$ cat src/rtl/bin2bcd_pkg.sv
// ============================================================================
// Module   : bin2bcd_pkg
// Brief    : Shared types and sizing constants for the binary-to-BCD converter.
// Revision : 1.0
// ============================================================================
`default_nettype none

package bin2bcd_pkg;

  typedef enum logic [1:0] {
    IDLE  = 2'd0,
    SHIFT = 2'd1,
    DONE  = 2'd2
  } state_t;

  localparam int BCD_DIGITS  = 5;
  localparam int DISP_DIGITS = 4;
  localparam int BCD_W       = 4 * BCD_DIGITS;
  localparam int DISP_W      = 4 * DISP_DIGITS;

endpackage

`default_nettype wire

$ cat src/rtl/bcd_digit_adj.sv
// ============================================================================
// Module   : bcd_digit_adj
// Brief    : One double-dabble digit correction: add 3 when the digit is >= 5.
// Revision : 1.0
// ============================================================================
`default_nettype none

module bcd_digit_adj (
  input  logic [3:0] din,
  output logic [3:0] dout
);

  // Inputs are 0..9, so the result tops out at 12 and never leaves the nibble.
  always_comb begin
    dout = din;
    if (din >= 4'd5) begin
      dout = din + 4'd3;
    end
  end

endmodule

`default_nettype wire

$ cat src/rtl/bin2bcd_seq.sv
// ============================================================================
// Module   : bin2bcd_seq
// Brief    : Iterative double-dabble converter, one bit per clock, 4-digit out.
//            Build macro BIN2BCD_SAT_EN: saturate bcd to 9999 on overflow.
// Revision : 1.0
// ============================================================================
`default_nettype none

module bin2bcd_seq
  import bin2bcd_pkg::*;
#(
  parameter int WIDTH = 16
) (
  input  logic              clk,
  input  logic              reset,
  input  logic              start,
  input  logic [WIDTH-1:0]  bin,
  output logic              ready,
  output logic              done,
  output logic [DISP_W-1:0] bcd,
  output logic              ovf
);

  localparam int CNT_W = $clog2(WIDTH + 1);
  localparam int SCR_W = BCD_W + WIDTH;

  state_t             r_state;
  state_t             w_state_nxt;
  logic [CNT_W-1:0]   r_cnt;
  logic [SCR_W-1:0]   r_scr;
  logic [BCD_W-1:0]   w_adj;
  logic               w_last;
  logic               w_ovf;
  logic [DISP_W-1:0]  w_bcd;

  generate
    for (genvar g = 0; g < BCD_DIGITS; g++) begin : g_adj
      bcd_digit_adj u_adj (
        .din  (r_scr[WIDTH + 4*g +: 4]),
        .dout (w_adj[4*g +: 4])
      );
    end
  endgenerate

  assign w_last = (r_cnt == CNT_W'(WIDTH));
  assign w_ovf  = |r_scr[SCR_W-1 -: 4];

`ifdef BIN2BCD_SAT_EN
  assign w_bcd = w_ovf ? {DISP_DIGITS{4'h9}} : r_scr[WIDTH +: DISP_W];
`else
  assign w_bcd = r_scr[WIDTH +: DISP_W];
`endif

  always_comb begin
    w_state_nxt = r_state;
    ready       = 1'b0;
    done        = 1'b0;
    case (r_state)
      IDLE: begin
        ready = 1'b1;
        if (start) begin
          w_state_nxt = SHIFT;
        end
      end
      SHIFT: begin
        if (w_last) begin
          w_state_nxt = DONE;
        end
      end
      DONE: begin
        done        = 1'b1;
        w_state_nxt = IDLE;
      end
      default: w_state_nxt = IDLE;
    endcase
  end

  always_ff @(posedge clk) begin
    if (reset) begin
      r_state <= IDLE;
      r_cnt   <= '0;
      r_scr   <= '0;
      bcd     <= '0;
      ovf     <= 1'b0;
    end else begin
      r_state <= w_state_nxt;
      case (r_state)
        IDLE: begin
          if (start) begin
            r_scr <= {{BCD_W{1'b0}}, bin};
            r_cnt <= '0;
          end
        end
        SHIFT: begin
          // Shifting finishes on the WIDTH-th edge; the following edge publishes.
          if (!w_last) begin
            r_scr <= {w_adj, r_scr[WIDTH-1:0]} << 1;
            r_cnt <= r_cnt + 1'b1;
          end else begin
            bcd <= w_bcd;
            ovf <= w_ovf;
          end
        end
        default: ;
      endcase
    end
  end

endmodule

`default_nettype wire
$ cat config.mk
export PLATFORM = sky130hd
export DESIGN_NAME = bin2bcd_seq
export DESIGN_NICKNAME = d
export VERILOG_FILES = /design/src/rtl/bin2bcd_pkg.sv /design/src/rtl/bcd_digit_adj.sv /design/src/rtl/bin2bcd_seq.sv
export SDC_FILE = /design/constraint.sdc
export NUM_CORES = 1
export LEC_CHECK = 0
export ABC_AREA = 1
export ABC_CLOCK_PERIOD_IN_PS = 4000
export CORE_MARGIN = 3
export CORE_UTILIZATION = 50
export DETAILED_ROUTE_END_ITERATION = 7
export PLACE_DENSITY = 0.73
export SYNTH_ARGS = -nofsm -noshare
export SYNTH_HDL_FRONTEND = slang
export SYNTH_SLANG_ARGS = --single-unit
$ cat constraint.sdc
create_clock -name clk -period 4 [get_ports clk]
set_input_delay 1.2 -clock clk [delete_from_list [all_inputs] [get_ports clk]]
set_output_delay 1.2 -clock clk [all_outputs]
set_load 0.01 [all_outputs]
# [After elaboration in Yosys (flattened, before gate mapping)]
# Cells that the tools add are included.
[totals] register_bits=60 latch_bits=0 ram_bits=0 rom_bits=0 in_bits=19 out_inout_bits=19 elab_cells=44 memories=0
[op_classes] n_addsub=6 n_mul=0 div_mod_pow=0 order_cmp=5 eq_ne=6 shift=0 n_mux=16 bitwise=0 reduce_logical=6
[ops] cell="two-way mux 36 bit" n=2
[ops] cell="one-hot mux 36 bit (2 select lines)" n=1
[ops] cell=">= comparator 4 x 3 -> 1 bit (second input constant)" n=5
[ops] cell="adder 4 x 2 -> 4 bit (second input constant)" n=4
[ops] cell="two-way mux 4 bit" n=4
[ops] cell="two-way mux 5 bit" n=2
[ops] cell="one-hot mux 5 bit (2 select lines)" n=1
[ops] cell="inequality test 2 bit (second input constant)" n=3
[ops] cell="adder 5 x 1 -> 5 bit (second input constant)" n=1
[ops] cell="== test 5 bit (second input constant)" n=1
[ops] cell="two-way mux 2 bit" n=2
[ops] cell="one-hot mux 2 bit (2 select lines)" n=1
[ops] cell="AND reduction 2 bit" n=2
[ops] cell="OR reduction 4 bit" n=1
[ops] cell="adder 3 x 2 -> 3 bit (second input constant)" n=1
[ops] cell="two-way mux 3 bit" n=1
[ops] cell="AND reduction 3 bit" n=1
[ops] cell="== test 2 x 1 -> 1 bit (second input constant)" n=1
[ops] cell="== test 2 bit (second input constant)" n=1
[ops] cell="logical NOT 2 bit" n=1
[ops] cell="two-way mux 1 bit" n=2
[ops] cell="nonzero test 2 bit" n=1

# [Logic depth before layout (Yosys ltp)]
[depth] ltp_word=4 ltp_mapped=12 depth_no_buf=10

# [By module]
# Synthesis repeated with hierarchy kept, for this count alone.
[hier_totals] hier_cells=437 area_unflattened_um2=3164.3
[modules_own_cells] mod="bin2bcd_seq" n_inst=1 cells_per_inst=322 area_per_inst_um2=2488.6 seq_area_each_um2=1201.2
[modules_own_cells] mod="bcd_digit_adj" n_inst=5 cells_per_inst=23 area_per_inst_um2=135.1 seq_area_each_um2=0.0

# [Worst setup path after synthesis]
# No wires, ideal clock.
[synth_path] path_kind="input to register" start="input port reset" end="register r_scr[11]" setup_ns=0.134 t_arrival_ns=1.830 t_required_ns=3.866 path_slack_ns=2.036 stages=3 n_path_buf=2 path_cell_list="clkbuf_1 clkbuf_1 a21oi_1"
[synth_rtl] item="from (decl)" line="bin2bcd_seq.sv:15" text="input logic reset,"
[synth_rtl] item="to (signal assigned)" line="bin2bcd_seq.sv:90" text="r_scr <= {{BCD_W{1'b0}}, bin};"
[synth_rtl] item="to (signal assigned)" line="bin2bcd_seq.sv:97" text="r_scr <= {w_adj, r_scr[WIDTH-1:0]} << 1;"
[synth_rtl] item="to (decl)" line="bin2bcd_seq.sv:30" text="logic [SCR_W-1:0] r_scr;"
# No word-level cell between the ends.

# [Final worst setup path]
[layout_path] start="register r_state[0]" end="output port ready"
[layout_between] elab_chain_cells=2
[layout_rtl] item="from (decl)" line="bin2bcd_seq.sv:27" text="state_t r_state;"
[layout_rtl] item="from (signal assigned)" line="bin2bcd_seq.sv:86" text="r_state <= w_state_nxt;"
[layout_rtl] item="logical NOT 2 bit" line="bin2bcd_seq.sv:58" text="case (r_state)"
[layout_rtl] item="two-way mux 1 bit" line="bin2bcd_seq.sv:58"
[layout_rtl] item="to (decl)" line="bin2bcd_seq.sv:18" text="output logic ready,"
# Every way passes these cells.

==> results.json <==
{
  "status": "complete, no violations",
  "max_freq_mhz": 388,
  "setup_viol_count_final": 0,
  "end_kind": "primary output",
  "crit_path_max_fanout": 3,
  "tritoncts": "done",
  "clk_path_buf_depth": 2,
  "cpMaxStageDelayCell": "clkdlybuf4s50_1",
  "clock_skew_ns": 0.00602,
  "critPathArrivalTime_ns": 1.38,
  "slew_violations": 0,
  "startpoint_type": "flip-flop",
  "dr.first_iter.drc_count": 158,
  "cts_setup_buffers": 0,
  "start_util_pct": 52.6,
  "dp.cells": 520,
  "worst-setup-path-type": "reg2out",
  "layout.cells.non_filler": 534,
  "timing.slew.headroom_pct": 48.2,
  "routed_wl_um": 5850,
  "finalCritPeriodShare_pct": 64.5,
  "ios": 38,
  "antenna_left": 0,
  "fin_hold_ws_ns": 0.443,
  "nets": 491,
  "wl_met3_um": 276,
  "vdd_ir_drop_max_mv": 0.260,
  "cp_slowest_stage_delay_ns": 0.55,
  "die_area_mm2": 0.00682,
  "drive_above_1_share_pct": 5.41,
  "syn_to_final_growth_pct": 18.7,
  "synth_edf_count": 0,
  "path_clk_slew_ns": 0.06,
  "diodes": 0,
  "grt_use_total_pct": 18.9,
  "syn_area_mm2": 0.00293,
  "worst_pin_slew_ns": 0.776,
  "ys_seq_elements": 60,
  "routedWlPerCell_um": 11.0,
  "ctsResizeCount": 0,
  "cts_sinks": 60,
  "tns_ns": 0,
  "synth_cell_types": 25,
  "finalCriticalPeriod_ns": 2.58,
  "drc_errors": 0,
  "synth.area.top_cells": "dfxtp_1 (41%), nand2_1 (16%), a21oi_1 (8.0%), inv_1 (5.9%), o21ai_0 (5.8%)",
  "synth_warnings": 0,
  "powerDensity_mw_per_mm2": 354,
  "grt_pass1_vias": 2317,
  "via_count": 2654,
  "drv_cap": 0,
  "cts.htree.levels": 3,
  "leakagePower_nw": 1.42,
  "met1_length_um": 2960,
  "ctsHoldBuffers": 0,
  "async_reset_ff_share_pct": 0,
  "clk_latency_ns": 0.34,
  "yosysSeqAreaShare_pct": 41.0,
  "core_mm2": 0.00557,
  "place_congestion": 0.861,
  "synth_flop_cell": "dfxtp_1",
  "portBuffers": 37,
  "hold_viol": 0,
  "hp-class": "reg2reg",
  "firstDrtPassIters": 4,
  "die_h_um": 82.6,
  "synth_area_leader_cell": "dfxtp_1",
  "cts_buffers": 9,
  "grt_max_degree": 39,
  "wl_met2_um": 2490,
  "grt_antenna_before_repair": 0,
  "critPathBufInv": 1,
  "critPathTopFamily": "buffers and inverters",
  "synth_cells": 428,
  "routed.top_layer": "met4",
  "crit_required_ns": 2.80,
  "path_cells": "nor2_1, clkdlybuf4s50_1",
  "synth_fp_nets": 460,
  "avgViaCountPerCell": 4.97,
  "grt-ovfl-total": 0,
  "rows": 27,
  "grt_pass1_wl_um": 9910,
  "synth_top_area_share_pct": 41.0,
  "rsz0062_at_grt": "no",
  "fp.dieW_um": 82.6,
  "root_buffer": "clkbuf_8",
  "syn_area_per_cell_um2": 6.85,
  "post-dp-hpwl_um": 3820
}
## state kept, by name, summed over array words and instances, names as in the netlist
signal and count:
bcd 16, ovf 1, r_cnt 5, r_scr 36, r_state 2
## power breakdown
group	internal, mW	leakage, nW	switching, mW
Sequential	0.617	0.487	0.0100
Clock	0.266	0.0941	0.221
Combinational	0.0445	0.839	0.0730
## metal layers
| metal | global-route usage, % | vias to the layer above |
|---|---|---|
| li1 | - | 1435 |
| met1 | 23.6 | 1153 |
| met2 | 29.6 | 55 |
| met3 | 6.07 | 11 |
| met4 | 8.33 | 0 |
| met5 | 0 | - |
## cell type report
| cell class | instances | area [um2] |
|---|---|---|
| Inverter | 50 | 190 |
| Clock buffer | 12 | 165 |
| Timing Repair Buffer | 39 | 385 |
| Tap cell | 72 | 90.1 |
| Fill cell | 537 | 2100 |
| Sequential cell | 60 | 1200 |
| Clock inverter | 2 | 10.0 |
| Multi-Input combinational cell | 299 | 1440 |
## placed cells by master (no fill, tap or decap)
cell | netlist | routed
nand2_1 | 122 | 122
dfxtp_1 | 60 | 60
a21oi_1 | 47 | 47
inv_1 | 46 | 46
nor2_1 | 38 | 38
clkdlybuf4s50_1 | 0 | 37
o21ai_0 | 34 | 34
nand3_1 | 22 | 22
ha_1 | 13 | 13
clkbuf_8 | 0 | 12
nand4_1 | 11 | 11
inv_2 | 2 | 2
nand3b_1 | 2 | 2
a21oi_2 | 2 | 2
o21ai_1 | 2 | 2
clkinv_2 | 0 | 2
buf_4 | 0 | 2
clkinv_1 | 1 | 1
nor2_2 | 1 | 1
nand2_4 | 1 | 1
inv_4 | 1 | 1
nand2_2 | 1 | 1
nand3_2 | 1 | 1
o21bai_1 | 1 | 1
nor3_1 | 1 | 1
## cells by family (layout without fill, tap and decap cells)
group / count (synthesis) / count (layout) / synth area share, %
flops: 60 / 60 / 41.0
buf+inv: 69 / 103 / 9.99
simple gates: 200 / 200 / 28.4
compound gates: 86 / 86 / 15.0
fa+ha+maj: 13 / 13 / 5.55
## cell usage after synthesis, types with 3 or more instances
| cell | number |
|---|---|
| a21oi_1 | 47 |
| nand2_1 | 122 |
| nand4_1 | 11 |
| buf_2 | 7 |
| ha_1 | 13 |
| inv_1 | 46 |
| clkbuf_1 | 8 |
| dfxtp_1 | 60 |
| buf_6 | 3 |
| nand3_1 | 22 |
| o21ai_0 | 34 |
| nor2_1 | 38 |
## worst register-to-register path, delay by kind of cell (launching register included)
family,cells,cell delay [ns]
buffers and inverters,3,0.76
DFF,1,0.35
and+or+nand+nor,4,0.66
AOI/OAI and AO/OA,1,0.17
## path summary, 6_finish.rpt
kind	cells after the start	slack, ns	endpoint	startpoint
worst max register to register	8	1.99	r_scr[28]$_SDFFE_PP0P_	r_state[1]$_SDFFE_PP0P_
worst min-delay path	2	0.44	bcd[2]$_SDFFE_PP0P_	bcd[2]$_SDFFE_PP0P_
worst min register to register	2	0.44	bcd[2]$_SDFFE_PP0P_	bcd[2]$_SDFFE_PP0P_
worst max-delay path	2	1.42	ready	r_state[0]$_SDFFE_PP0P_
## metrics by stage
stage	area [um2]	power [mW]	worst slack (ns)	utilization [%]
floorplan	2930	0.727	2.04	-
global placement	3300	0.756	1.16	59.3
detailed placement	3300	0.758	1.10	59.3
CTS	3480	1.25	1.40	62.4
global route	3480	1.29	1.28	62.4
finish	3480	1.23	1.42	62.4
Power figures use the tool's default switching activity.
